File: src/rtl/regfile_arbiter.sv
// Two-requester round-robin arbiter that serialises write/read transactions
// onto a single register file and returns captured read data per requester.
module regfile_arbiter #(
  parameter int unsigned DW = 32,
  parameter int unsigned SW = 8
) (
  input  logic          clk,
  input  logic          rst,
  input  logic          req0,
  input  logic          req1,
  input  logic          we0,
  input  logic          we1,
  input  logic [SW-1:0] wsel0,
  input  logic [SW-1:0] wsel1,
  input  logic [SW-1:0] rselA0,
  input  logic [SW-1:0] rselA1,
  input  logic [SW-1:0] rselB0,
  input  logic [SW-1:0] rselB1,
  input  logic [DW-1:0] wdata0,
  input  logic [DW-1:0] wdata1,
  output logic          done0,
  output logic          done1,
  output logic [DW-1:0] rdataA0,
  output logic [DW-1:0] rdataB0,
  output logic [DW-1:0] rdataA1,
  output logic [DW-1:0] rdataB1,
  output logic          busy,
  output logic          rf_EN,
  output logic          rf_write,
  output logic          rf_read,
  output logic [SW-1:0] rf_selectW1,
  output logic [SW-1:0] rf_selectR1,
  output logic [SW-1:0] rf_selectR2,
  output logic [DW-1:0] rf_addr,
  input  logic [DW-1:0] rf_outA,
  input  logic [DW-1:0] rf_outB
);

  typedef enum logic [2:0] {IDLE, WR, RD, CAP, DONE} state_t;

  state_t        state, state_d;
  logic          ptr, ptr_d, owner, owner_d, grant_c;
  logic [SW-1:0] wsel_q, wsel_d, rsela_q, rsela_d, rselb_q, rselb_d;
  logic [DW-1:0] wdata_q, wdata_d;

  logic          done0_d, done1_d, busy_d, en_d, write_d, read_d;
  logic [SW-1:0] selw_d, selr1_d, selr2_d;
  logic [DW-1:0] addr_d;

  // Next state plus the registered outputs that the next state will present.
  always_comb begin
    state_d = state;
    ptr_d   = ptr;
    owner_d = owner;
    wsel_d  = wsel_q;
    rsela_d = rsela_q;
    rselb_d = rselb_q;
    wdata_d = wdata_q;
    done0_d = 1'b0;
    done1_d = 1'b0;
    en_d    = 1'b0;
    write_d = 1'b0;
    read_d  = 1'b0;
    selw_d  = '0;
    selr1_d = '0;
    selr2_d = '0;
    addr_d  = '0;
    grant_c = (req0 && req1) ? ptr : req1;

    case (state)
      IDLE: begin
        if (req0 || req1) begin
          owner_d = grant_c;
          ptr_d   = ~grant_c;
          if (grant_c) begin
            wsel_d  = wsel1;
            rsela_d = rselA1;
            rselb_d = rselB1;
            wdata_d = wdata1;
            state_d = we1 ? WR : RD;
          end else begin
            wsel_d  = wsel0;
            rsela_d = rselA0;
            rselb_d = rselB0;
            wdata_d = wdata0;
            state_d = we0 ? WR : RD;
          end
        end
      end
      WR:      state_d = DONE;
      RD:      state_d = CAP;
      CAP:     state_d = DONE;
      DONE:    state_d = IDLE;
      default: state_d = IDLE;
    endcase

    busy_d = (state_d != IDLE);
    case (state_d)
      WR: begin
        en_d    = 1'b1;
        write_d = (wsel_d != '0);  // register 0 is read-only
        selw_d  = wsel_d;
        addr_d  = wdata_d;
      end
      RD: begin
        en_d    = 1'b1;
        read_d  = 1'b1;
        selr1_d = rsela_d;
        selr2_d = rselb_d;
      end
      CAP: begin
        en_d    = 1'b1;
        selr1_d = rsela_d;
        selr2_d = rselb_d;
      end
      DONE: begin
        done0_d = ~owner_d;
        done1_d = owner_d;
      end
      default: ;
    endcase
  end

  always_ff @(posedge clk or negedge rst) begin
    if (!rst) begin
      state       <= IDLE;
      ptr         <= 1'b0;
      owner       <= 1'b0;
      wsel_q      <= '0;
      rsela_q     <= '0;
      rselb_q     <= '0;
      wdata_q     <= '0;
      done0       <= 1'b0;
      done1       <= 1'b0;
      busy        <= 1'b0;
      rf_EN       <= 1'b0;
      rf_write    <= 1'b0;
      rf_read     <= 1'b0;
      rf_selectW1 <= '0;
      rf_selectR1 <= '0;
      rf_selectR2 <= '0;
      rf_addr     <= '0;
    end else begin
      state       <= state_d;
      ptr         <= ptr_d;
      owner       <= owner_d;
      wsel_q      <= wsel_d;
      rsela_q     <= rsela_d;
      rselb_q     <= rselb_d;
      wdata_q     <= wdata_d;
      done0       <= done0_d;
      done1       <= done1_d;
      busy        <= busy_d;
      rf_EN       <= en_d;
      rf_write    <= write_d;
      rf_read     <= read_d;
      rf_selectW1 <= selw_d;
      rf_selectR1 <= selr1_d;
      rf_selectR2 <= selr2_d;
      rf_addr     <= addr_d;
    end
  end

  // Read data captured at the end of CAP, only into the owner's registers.
  always_ff @(posedge clk or negedge rst) begin
    if (!rst) begin
      rdataA0 <= '0;
      rdataB0 <= '0;
      rdataA1 <= '0;
      rdataB1 <= '0;
    end else if (state == CAP) begin
      if (owner) begin
        rdataA1 <= rf_outA;
        rdataB1 <= rf_outB;
      end else begin
        rdataA0 <= rf_outA;
        rdataB0 <= rf_outB;
      end
    end
  end

endmodule

File: config.mk
export PLATFORM = sky130hd
export DESIGN_NAME = regfile_arbiter
export DESIGN_NICKNAME = d
export VERILOG_FILES = /design/src/rtl/regfile_arbiter.sv
export SDC_FILE = /design/constraint.sdc
export NUM_CORES = 1
export LEC_CHECK = 0
export CAP_MARGIN = 10
export CORE_MARGIN = 2
export CORE_UTILIZATION = 40
export CTS_CLUSTER_SIZE = 25
export DETAILED_ROUTE_END_ITERATION = 7
export PLACE_DENSITY = 0.74
export SETUP_SLACK_MARGIN = 0.1
export SLEW_MARGIN = 20
export SYNTH_ARGS = -nofsm -noshare
export SYNTH_HDL_FRONTEND = slang
export SYNTH_SLANG_ARGS = --single-unit
File: constraint.sdc
create_clock -name clk -period 2.3 [get_ports clk]
set_clock_uncertainty 0.1 [all_clocks]
set_input_delay 0.46 -clock clk [delete_from_list [all_inputs] [get_ports clk]]
set_output_delay 0.46 -clock clk [all_outputs]
set_load 0.01 [all_outputs]
==> out/qor.yml <==
finish:
  layout_commonest_cell: "clkdlybuf4s50_1"
  fin_nets: 1303
  area_growth_syn_to_layout_pct: 54.1
  drive_gt1_frac: 0.176
  mostFrequentLayoutCells: "370 x clkdlybuf4s50_1, 251 x dfrtp_1, 123 x mux2_2"
  final_core_util: 0.627
  antenna_cells: 0
synth:
  netlist_instances: 733
  synth.distinct_cells: 31
  synth-adder-area-share: 0
  synth_area_per_cell_um2: 13.0
  synth_top_family_by_area: "multiplexers"
  ys_seq_area_frac: 0.660
  muxShareOfSynthArea: 0.158
  synthSimpleGateAreaFrac: 0.112
  netlist_area_um2: 9520
  yosys_warnings: 0
  synth_seq_cells: 251
  synth_compound_area_frac: 0.0478
  synthArstFlopShare: 1.00
  synth-main-ff-cell: "dfrtp_1"
  syn_nets: 915
  synth_edf_count: 0
  synth_xor_area_frac: 0
worst_setup_path:
  end_kind: "flip-flop"
  path_max_fanout: 57
  cp_data_required_time_ps: 2660
  critPathLaunchType: "flip-flop"
  critPathKind: "flip-flop to flip-flop"
  worst_ep_arrival_time_ps: 2380
timing:
  drv_slew: 0
  setup_ws_ps: 273
  period_share: 0.882
  setup_viol: 0
  rsz0062_at_grt: "false"
  fin_crit_ps: 2030
  slew_headroom: 0.700
  fmax_mhz: 493
  hold_viol_final: 0
  tightest_slew_ps: 451
  whs_ps: 361
clocking:
  clkSlewWorstSetupHoldPaths_ps: 60
  cts-htree-levels: 1
  ctsResizeCount: 0
  worstSkewPairLatency_ps: 510
  cts_tree: "done"
  numCtsBuffers: 27
  post_cts_buffers: 0
  clkSinkCount: 251
  root_buffer: "clkbuf_16"
  ctsLongestPathBuffers: 3
hold_path:
  hold_path_class: "input pin to async pin"
drt:
  wirelength_um: 25900
  post_drt_wl_per_cell_um: 17.8
  drt_iter0_markers: 228
  ant_nets: 0
  routed-via-count: 7041
  route.detailed.drc: 0
  vias_per_cell: 4.83
  dr.pass1.iters: 5
global_route:
  grt_pass1_wl_um: 39400
  gr-total-overflow: 0
  grt_max_degree: 65
  antenna_found_initial: 0
  grt_pass1_vias: 7202
  grt_use_total: 0.203
placed_design:
  io_buffers: 371
  gp_congestion: 0.849
  place_hpwl_um: 18900
  post-place-ws_ps: -83.0
die:
  ios: 372
  die-area_um2: 25100
  std_cell_rows: 56
  core_um2: 23400
  initial_core_util: 0.407
  die_h_um: 158
  die_x_um: 158
power:
  power_mw: 19.5
  powerDensity_nw_per_um2: 1330
  ir_worst_vdd_mv: 0.795
  p_leak_nw: 6.30
flow_run:
  maxCapViolations: 0
status:
  outcome: "finished clean"
[cells by family after synthesis]
kind of cell | Yosys count
flops | 251
simple gates | 233
mux | 134
compound gates | 72
buf+inv | 43
[sequential cells by signal, indices dropped and copies added (netlist names), 3 cells and up]
signal,cells
rf_selectR1,8
rdataB0,32
rdataA1,32
state,3
rdataA0,32
wsel_q,8
wdata_q,32
rf_selectW1,8
rf_addr,32
rf_selectR2,8
rselb_q,8
rdataB1,32
rsela_q,8
[worst paths after layout]
| path | start | end | slack (ps) | cells past startpoint |
|---|---|---|---|---|
| max in group asynchronous | rst | rf_addr[20] | 1090 | 3 |
| worst min register to register | rdataB0[11] | rdataB0[11] | 380 | 1 |
| worst min-delay path | rst | rf_selectR1[0] | 360 | 2 |
| worst max register to register | state[1] | rf_selectR1[4] | 270 | 6 |
| min in group clk | rdataB0[11] | rdataB0[11] | 380 | 1 |
| worst max-delay path | state[1] | rf_selectR1[4] | 270 | 6 |
[area by class of cell]
| cell class | count | area, um2 |
|---|---|---|
| clock buffers | 39 | 771 |
| clock inverters | 8 | 97.6 |
| fillers | 1870 | 8730 |
| inverters | 2 | 7.51 |
| multi-input cells | 439 | 3040 |
| flip-flops and latches | 251 | 6280 |
| well taps | 319 | 399 |
| repair buffers | 400 | 4080 |
[critical path, stage by stage, from the launching register on]
cell     delay (ps)
dfrtp_1         450
nor3_4          380
o21a_4          270
buf_12          250
nor2_1           70
a31oi_1         250
and2_1          160
[where the power goes]
part / total (mW) / leakage (nW) / internal [mW] / switching (mW)
logic: 7.97 / 2.82 / 4.56 / 3.41
registers: 7.30 / 3.06 / 6.42 / 0.873
clock network: 4.20 / 0.417 / 2.54 / 1.66
[cells in the mapped netlist (3+ instances only)]
| master | count | area share |
|---|---|---|
| a21oi_1 | 4 | 0.0021 |
| o21ai_1 | 5 | 0.0026 |
| nor2_1 | 54 | 0.021 |
| buf_2 | 15 | 0.0079 |
| nand2_1 | 108 | 0.043 |
| dfrtp_1 | 251 | 0.66 |
| nor3_1 | 4 | 0.0021 |
| mux2i_1 | 6 | 0.0063 |
| mux2_1 | 5 | 0.0059 |
| and2_1 | 59 | 0.039 |
| mux2_2 | 123 | 0.15 |
| a31oi_1 | 49 | 0.032 |
| o21ai_0 | 3 | 0.0016 |
| clkbuf_1 | 16 | 0.0063 |
| buf_4 | 10 | 0.0079 |
[metrics by stage]
| stage | setup TNS [ps] | cell area [um2] | instances |
|---|---|---|---|
| 3_5_place_dp | -255 | 13800 | 1410 |
| 3_3_place_gp | -17.8 | 13800 | 1410 |
| 6_report | 0 | 14700 | 1458 |
| 5_1_grt | 0 | 14700 | 1458 |
| 4_1_cts | 0 | 14700 | 1458 |
| 2_1_floorplan | 0 | 9520 | 733 |
[timing repair]
action	in CTS	in global routing
endpoints found under the setup margin	0	1
hold buffers	1	0
hold endpoints to repair	45	0
[layer usage]
layer	track usage	up-vias	routed length, um
li1	-	3260	-
met3	0.0593	29	2470
met1	0.240	3481	9980
met2	0.362	271	12900
met5	0	-	0
met4	0.0511	0	494
No activity file was read; power rests on OpenSTA's default activity.
